`src/rtl/stream_demux_1xn.sv`:
```
// stream_demux_1xn: routes a valid/ready stream to one of N_CH registered outputs, or broadcasts it to all of them
module stream_demux_1xn #(
  parameter int DATA_W = 8,
  parameter int N_CH = 8,
  parameter int SEL_W = $clog2(N_CH),
  parameter int ERR_W = 8
) (
  input  logic                   clk,
  input  logic                   rst_n,
  input  logic                   in_valid,
  output logic                   in_ready,
  input  logic [DATA_W-1:0]      in_data,
  input  logic [SEL_W-1:0]       in_sel,
  input  logic                   bcast,
  output logic [N_CH-1:0]        out_valid,
  input  logic [N_CH-1:0]        out_ready,
  output logic [N_CH*DATA_W-1:0] out_data,
  output logic [ERR_W-1:0]       err_cnt
);
  logic [N_CH-1:0] free;
  logic [N_CH-1:0] load;
  logic legal;
  logic acc;
  assign free = ~out_valid | out_ready;
  assign legal = {1'b0, in_sel} < (SEL_W+1)'(N_CH);
  assign in_ready = bcast ? &free : legal ? free[in_sel] : 1'b1;
  assign acc = in_valid && in_ready;
  // select which slots capture the accepted word
  always_comb begin
    load = '0;
    for (int k = 0; k < N_CH; k++)
      load[k] = acc && (bcast || (legal && in_sel == SEL_W'(k)));
  end
  // per-channel holding registers: reload wins over drain
  always_ff @(posedge clk or negedge rst_n) begin
    if (!rst_n) begin
      out_valid <= '0;
      out_data <= '0;
    end else begin
      for (int k = 0; k < N_CH; k++) begin
        if (load[k]) begin
          out_valid[k] <= 1'b1;
          out_data[k*DATA_W +: DATA_W] <= in_data;
        end else if (out_ready[k]) begin
          out_valid[k] <= 1'b0;
        end
      end
    end
  end
  // saturating count of words discarded for an out-of-range select
  always_ff @(posedge clk or negedge rst_n) begin
    if (!rst_n) err_cnt <= '0;
    else if (acc && !bcast && !legal && err_cnt != '1) err_cnt <= err_cnt + 1'b1;
  end
endmodule

```
`config.mk`:
```
export PLATFORM = sky130hd
export DESIGN_NAME = stream_demux_1xn
export DESIGN_NICKNAME = d
export VERILOG_FILES = /design/src/rtl/stream_demux_1xn.sv
export SDC_FILE = /design/constraint.sdc
export NUM_CORES = 1
export LEC_CHECK = 0
export BUFFER_PORTS_ARGS = -buffer_cell sky130_fd_sc_hd__buf_2
export CAP_MARGIN = 10
export CORE_MARGIN = 3
export CORE_UTILIZATION = 54
export CTS_CLUSTER_SIZE = 12
export DETAILED_ROUTE_END_ITERATION = 10
export PLACE_DENSITY = 0.85
export SKIP_CTS_REPAIR_TIMING = 1
export SYNTH_ARGS = -nofsm -noshare
export SYNTH_HDL_FRONTEND = slang
export SYNTH_SLANG_ARGS = --single-unit
```
`constraint.sdc`:
```
create_clock -name clk -period 4.4 [get_ports clk]
set_input_delay 0.88 -clock clk [delete_from_list [all_inputs] [get_ports clk]]
set_output_delay 0.88 -clock clk [all_outputs]
set_load 0.05 [all_outputs]
```
==> results.py, run 1 <==
metrics = {
    "yosys": {
        "yosysTopAreaCell": "dfrtp_1",
        "postSynthAreaPerCell_um2": 15.03,
        "synth-edff-count": 0,
        "synth_area_leaders": "dfrtp_1 58%, mux2_2 14%, mux2_4 12%, buf_4 1.9%, nand2b_1 1.8%",
        "yosysUniqueCellTypes": 29,
        "synth.ff_latch_count": 72,
        "async_flop_share_pct": 100.0,
        "syn-cell-area_um2": 3127,
        "synth_top_cell_area_share_pct": 57.62,
        "ys.flop_type": "dfrtp_1",
        "yosysWarnings": 0,
        "ys_seq_area_share_pct": 57.62,
        "syn_inst": 208,
    },
    "floorplan": {
        "num_rows": 27,
        "dieArea_um2": 6740,
        "start_util_pct": 56.44,
        "core-area_um2": 5540,
        "die_y_um": 82.10,
        "die_x_um": 82.10,
        "io_pins": 104,
    },
    "setup_path": {
        "endpoint_kind": "primary output",
        "worst-endpoint-required_ns": 3.52,
        "crit_chain": "buf_2 -> mux4_2 -> nor2_1 -> o21ai_0 -> o21ai_0 -> buf_2",
        "crit_end": "in_ready",
        "r2r_setup_slack_ns": 1.95,
        "reg2reg_to": "out_data[62]",
        "critPathLaunchType": "input pin",
        "slowest_delay_ns": 0.61,
        "worstPathMaxFanout": 5,
        "crit_path_start": "in_sel[0]",
        "arrival_ns": 2.21,
        "critical-path-slowest-cell": "mux4_2",
        "rr_worst_depth": 5,
        "r2r_start": "out_valid[5]",
        "critPathKind": "input pin to primary output",
    },
    "place": {
        "gp_congestion": 0.8775,
        "portBuffers": 95,
        "hpwl_mm": 4.869,
    },
    "clock_network": {
        "cts_max_level": 3,
        "worstSkewPairLatency_ns": 0.33,
        "cts_sinks": 72,
        "clock_path_buffers": 2,
        "cts_tree": "yes",
        "clkSlewWorstSetupHoldPaths_ns": 0.08,
        "clockRootBuffer": "clkbuf_8",
        "cts_made_buffers": 9,
    },
    "timing": {
        "slew_viol_final": 0,
        "tns_ns": 0,
        "hold_viol": 0,
        "setup_viol": 0,
        "slew-limit-headroom_pct": 28.09,
        "rsz0062_at_grt": "no",
        "fin_skew_ns": 0.009152,
        "worst_pin_slew_ns": 1.079,
        "post-route-min-period_ns": 3.086,
        "min_period_over_period_pct": 70.14,
        "max_freq_mhz": 324.0,
    },
    "global_route": {
        "grt_pass1_vias": 1983,
        "grt_max_degree": 50,
        "gr-total-overflow": 0,
        "antenna_found_initial": 0,
        "grt_usage_pct": 21.88,
        "grt_pass1_wl_mm": 10.62,
    },
    "final_layout": {
        "diodes": 0,
        "syn_to_final_growth_pct": 23.93,
        "mostFrequentLayoutCells": "95 x buf_2, 72 x dfrtp_1, 40 x mux2_2",
        "drive_above_1_share_pct": 59.49,
        "fin_nets": 334,
        "finalCoreUtilization_pct": 69.94,
        "layout_commonest_cell": "buf_2",
        "fillers": 405,
    },
    "detailed_routing": {
        "vias": 2015,
        "firstDrtPassIters": 4,
        "drc_errors": 0,
        "wire_per_inst_um": 18.09,
        "drt-initial-drc-count": 63,
        "ant_nets": 0,
        "routed_via_density": 5.193,
        "wirelength_mm": 7.019,
    },
    "flow_run": {
        "cap_violations": 0,
    },
    "run_status": {
        "status": "complete, no violations",
    },
    "min_path": {
        "hold_class": "flip-flop to flip-flop",
    },
}
## routing by layer
metal | part of all wire [%] | track usage, % | routed length [um] | vias up
li1 | - | - | - | 929
met1 | 45 | 30.71 | 3129 | 996
met2 | 47 | 33.28 | 3303 | 82
met3 | 7.6 | 6.508 | 532 | 8
met4 | 0.77 | 5.980 | 54 | 0
met5 | 0 | 0 | 0 | -
## per-stage QoR
stage	hold slack, ns	worst slack [ns]	std cells	instance area, um^2
floorplan	0.5844	1.099	215	3153
global placement	0.4841	1.394	372	3645
detailed placement	0.4870	1.340	372	3645
CTS	0.5063	1.338	388	3875
global route	0.5259	1.233	388	3875
finish	0.5041	1.314	388	3875
## state kept, by name (all words and copies together), names as in the netlist
| name | count |
|---|---|
| out_valid | 8 |
| out_data | 64 |
## synthesized netlist by cell type (all sizes together), types with 3 or more instances
library cell,number
mux2,64
inv,5
nor2b,9
dfrtp,72
nor2,5
nand4,6
a31oi,3
buf,11
o21ai,8
nand2b,9
## cell type report
type / count / area [um^2] / area share, %
timing repair buffer: 96 / 483.0 / 12.46
clock inverter: 5 / 78.83 / 2.034
inverter: 5 / 18.77 / 0.4843
multi-input combinational: 127 / 1251 / 32.29
sequential: 72 / 1802 / 46.50
clock buffer: 11 / 151.4 / 3.907
tap: 72 / 90.09 / 2.325
## critical path: cells and delay by family
| kind | cells | cell delay, ns |
|---|---|---|
| AND/OR/NAND/NOR | 1 | 0.13 |
| buffers and inverters | 2 | 0.44 |
| multiplexers | 1 | 0.61 |
| AO/OA/AOI/OAI | 2 | 0.15 |
## how the worst min path moves through the flow
| stage | start | slack (ns) | to | cells past startpoint |
|---|---|---|---|---|
| after global routing | out_data[45] | 0.53 | out_data[45] | 1 |
| after global placement | out_data[31] | 0.48 | out_data[31] | 1 |
| after detailed placement | out_data[51] | 0.49 | out_data[51] | 1 |
| after CTS | out_data[42] | 0.51 | out_data[42] | 1 |
| after floorplan | rst_n | 0.58 | out_data[0] | 0 |
| final | out_data[13] | 0.50 | out_data[13] | 1 |
## cells by family (layout without fill, tap and decap cells)
logic type      count (synthesis)  count (layout)  share of synthesized area [%]
other cells                     1               8                         0.1199
flops                          72              72                          57.62
buf+inv                        16             117                          3.201
simple gates                   40              40                          7.843
mux                            66              66                          27.37
compound gates                 13              13                          3.842
Power of run 1 is not shown: default switching activity piles up to over one toggle a cycle in this logic, so the estimate is an artifact.
==> run 2: changes to the inputs <==
- CORE_UTILIZATION: 54 -> 45
- PLACE_DENSITY: 0.85 -> 0.75
- clock period: 4.4 -> 2.73 ns (I/O delays scaled with it)
==> run 2 against run 1 <==
Register-to-register slack worse by 1.6 ns. Non-clock buffer count up 4. Die area up 18%. Clock skew down 0.0035 ns. Core utilization down 11 points. Count of clock-buffer cells in the layout unchanged. Worst hold slack worse by 0.27 ns. Setup slack worse by 1.1 ns. Routed wire length up 1.6%.
==> results.py, run 2 (same netlist as run 1, synthesis figures left out) <==
metrics = {
    "place": {
        "postPlaceCellArea_um2": 3694,
        "dp_cells": 381,
        "place_ws_ns": 0.07871,
        "hpwl_mm": 5.066,
        "gp_congestion": 0.8801,
        "portBuffers": 95,
    },
    "final_layout": {
        "layout_commonest_cell": "buf_2",
        "largest_register_ffs": 64,
        "fin_nets": 338,
        "final-instance-count-excl-fill": 396,
        "regMostFlops": "out_data",
        "mostFrequentLayoutCells": "95 x buf_2, 72 x dfrtp_1, 40 x mux2_2",
        "fin_area_um2": 3847,
        "diodes": 0,
        "drive_above_1_share_pct": 59.25,
        "syn_to_final_growth_pct": 23.05,
        "largestRegisters": "out_data: 64 flops, out_valid: 8 flops",
    },
    "setup_path": {
        "r2r_setup_slack_ns": 0.31,
        "worst-endpoint-required_ns": 2.18,
        "arrival_ns": 2.00,
        "reg2reg_to": "out_data[39]",
        "r2r_start": "out_valid[5]",
        "rr_worst_depth": 5,
        "worstPathMaxFanout": 5,
        "critPathKind": "flip-flop to primary output",
        "endpoint_kind": "primary output",
        "critPathLaunchType": "flip-flop",
    },
    "floorplan": {
        "start_util_pct": 47.87,
        "io_pins": 104,
        "dieArea_um2": 7984,
        "core-area_um2": 6531,
        "die_y_um": 89.36,
        "num_rows": 29,
        "die_x_um": 89.36,
    },
    "flow_run": {
        "cap_violations": 0,
    },
    "timing": {
        "max_freq_mhz": 392.1,
        "setup_slack_ns": 0.1797,
        "tns_ns": 0,
        "hold_viol": 0,
        "slew_viol_final": 0,
        "post-route-min-period_ns": 2.550,
        "slew-limit-headroom_pct": 38.08,
        "rsz0062_at_grt": "no",
        "fin_skew_ns": 0.005607,
        "worst_pin_slew_ns": 0.9254,
        "setup_viol": 0,
        "min_period_over_period_pct": 93.42,
    },
    "clock_network": {
        "clockRootBuffer": "clkbuf_8",
        "cts_tree": "yes",
        "cts_max_level": 3,
        "cts_made_buffers": 9,
        "clock_path_buffers": 2,
        "cts_sinks": 72,
        "clkSlewWorstSetupHoldPaths_ns": 0.07,
        "worstSkewPairLatency_ns": 0.34,
    },
    "detailed_routing": {
        "wire_per_inst_um": 18.00,
        "ant_nets": 0,
        "routed_via_density": 5.179,
        "firstDrtPassIters": 4,
        "vias": 2051,
        "drt-initial-drc-count": 45,
        "wirelength_mm": 7.129,
        "drc_errors": 0,
    },
    "global_route": {
        "grt_pass1_wl_mm": 11.29,
        "grt_max_degree": 45,
        "antenna_found_initial": 0,
        "grt_usage_pct": 19.17,
        "gr-total-overflow": 0,
        "grt_pass1_vias": 2134,
    },
    "min_path": {
        "hold_class": "input pin to asynchronous set/reset pin",
    },
    "run_status": {
        "status": "complete, no violations",
    },
}
run 2: how the worst max path moves through the flow:
stage	startpoint	to	slack, ns	cells past startpoint
global placement	in_sel[0]	out_data[32]	0.13	5
floorplan	out_valid[5]	out_data[48]	0.17	6
detailed placement	in_sel[0]	out_data[38]	0.08	5
global route	out_valid[0]	in_ready	0.08	6
CTS	out_valid[0]	in_ready	0.17	6
finish	out_valid[0]	in_ready	0.18	6
run 2: layout make-up:
| class | instances | area, um^2 |
|---|---|---|
| inverter | 5 | 18.77 |
| multi-input combinational | 127 | 1251 |
| clock inverter | 4 | 22.52 |
| timing repair buffer | 100 | 525.5 |
| clock buffer | 11 | 131.4 |
| tap | 77 | 96.34 |
| sequential | 72 | 1802 |
| fill | 567 | 2684 |
run 2: per-stage QoR:
stage | utilization [%] | hold WS, ns
floorplan | - | 0.2504
global placement | 56.55 | 0.4838
detailed placement | 56.55 | 0.4863
global route | 58.91 | 0.2736
CTS | 58.91 | 0.2439
finish | 58.91 | 0.2388
run 2: layer usage:
layer / share of wire (%) / GRT usage [%]
met5: 0 / 0
met4: 1.6 / 6.766
met3: 10 / 7.834
met2: 44 / 27.60
met1: 44 / 26.26
run 2: worst max-delay path, stage by stage (launching register included):
cell and delay, ns:
dfrtp_1 0.37, nor2b_1 0.17, mux4_2 0.56, nor2_1 0.12, o21ai_0 0.08, o21ai_1 0.09
buf_2 0.28
Power of run 2 is left out for the same reason.
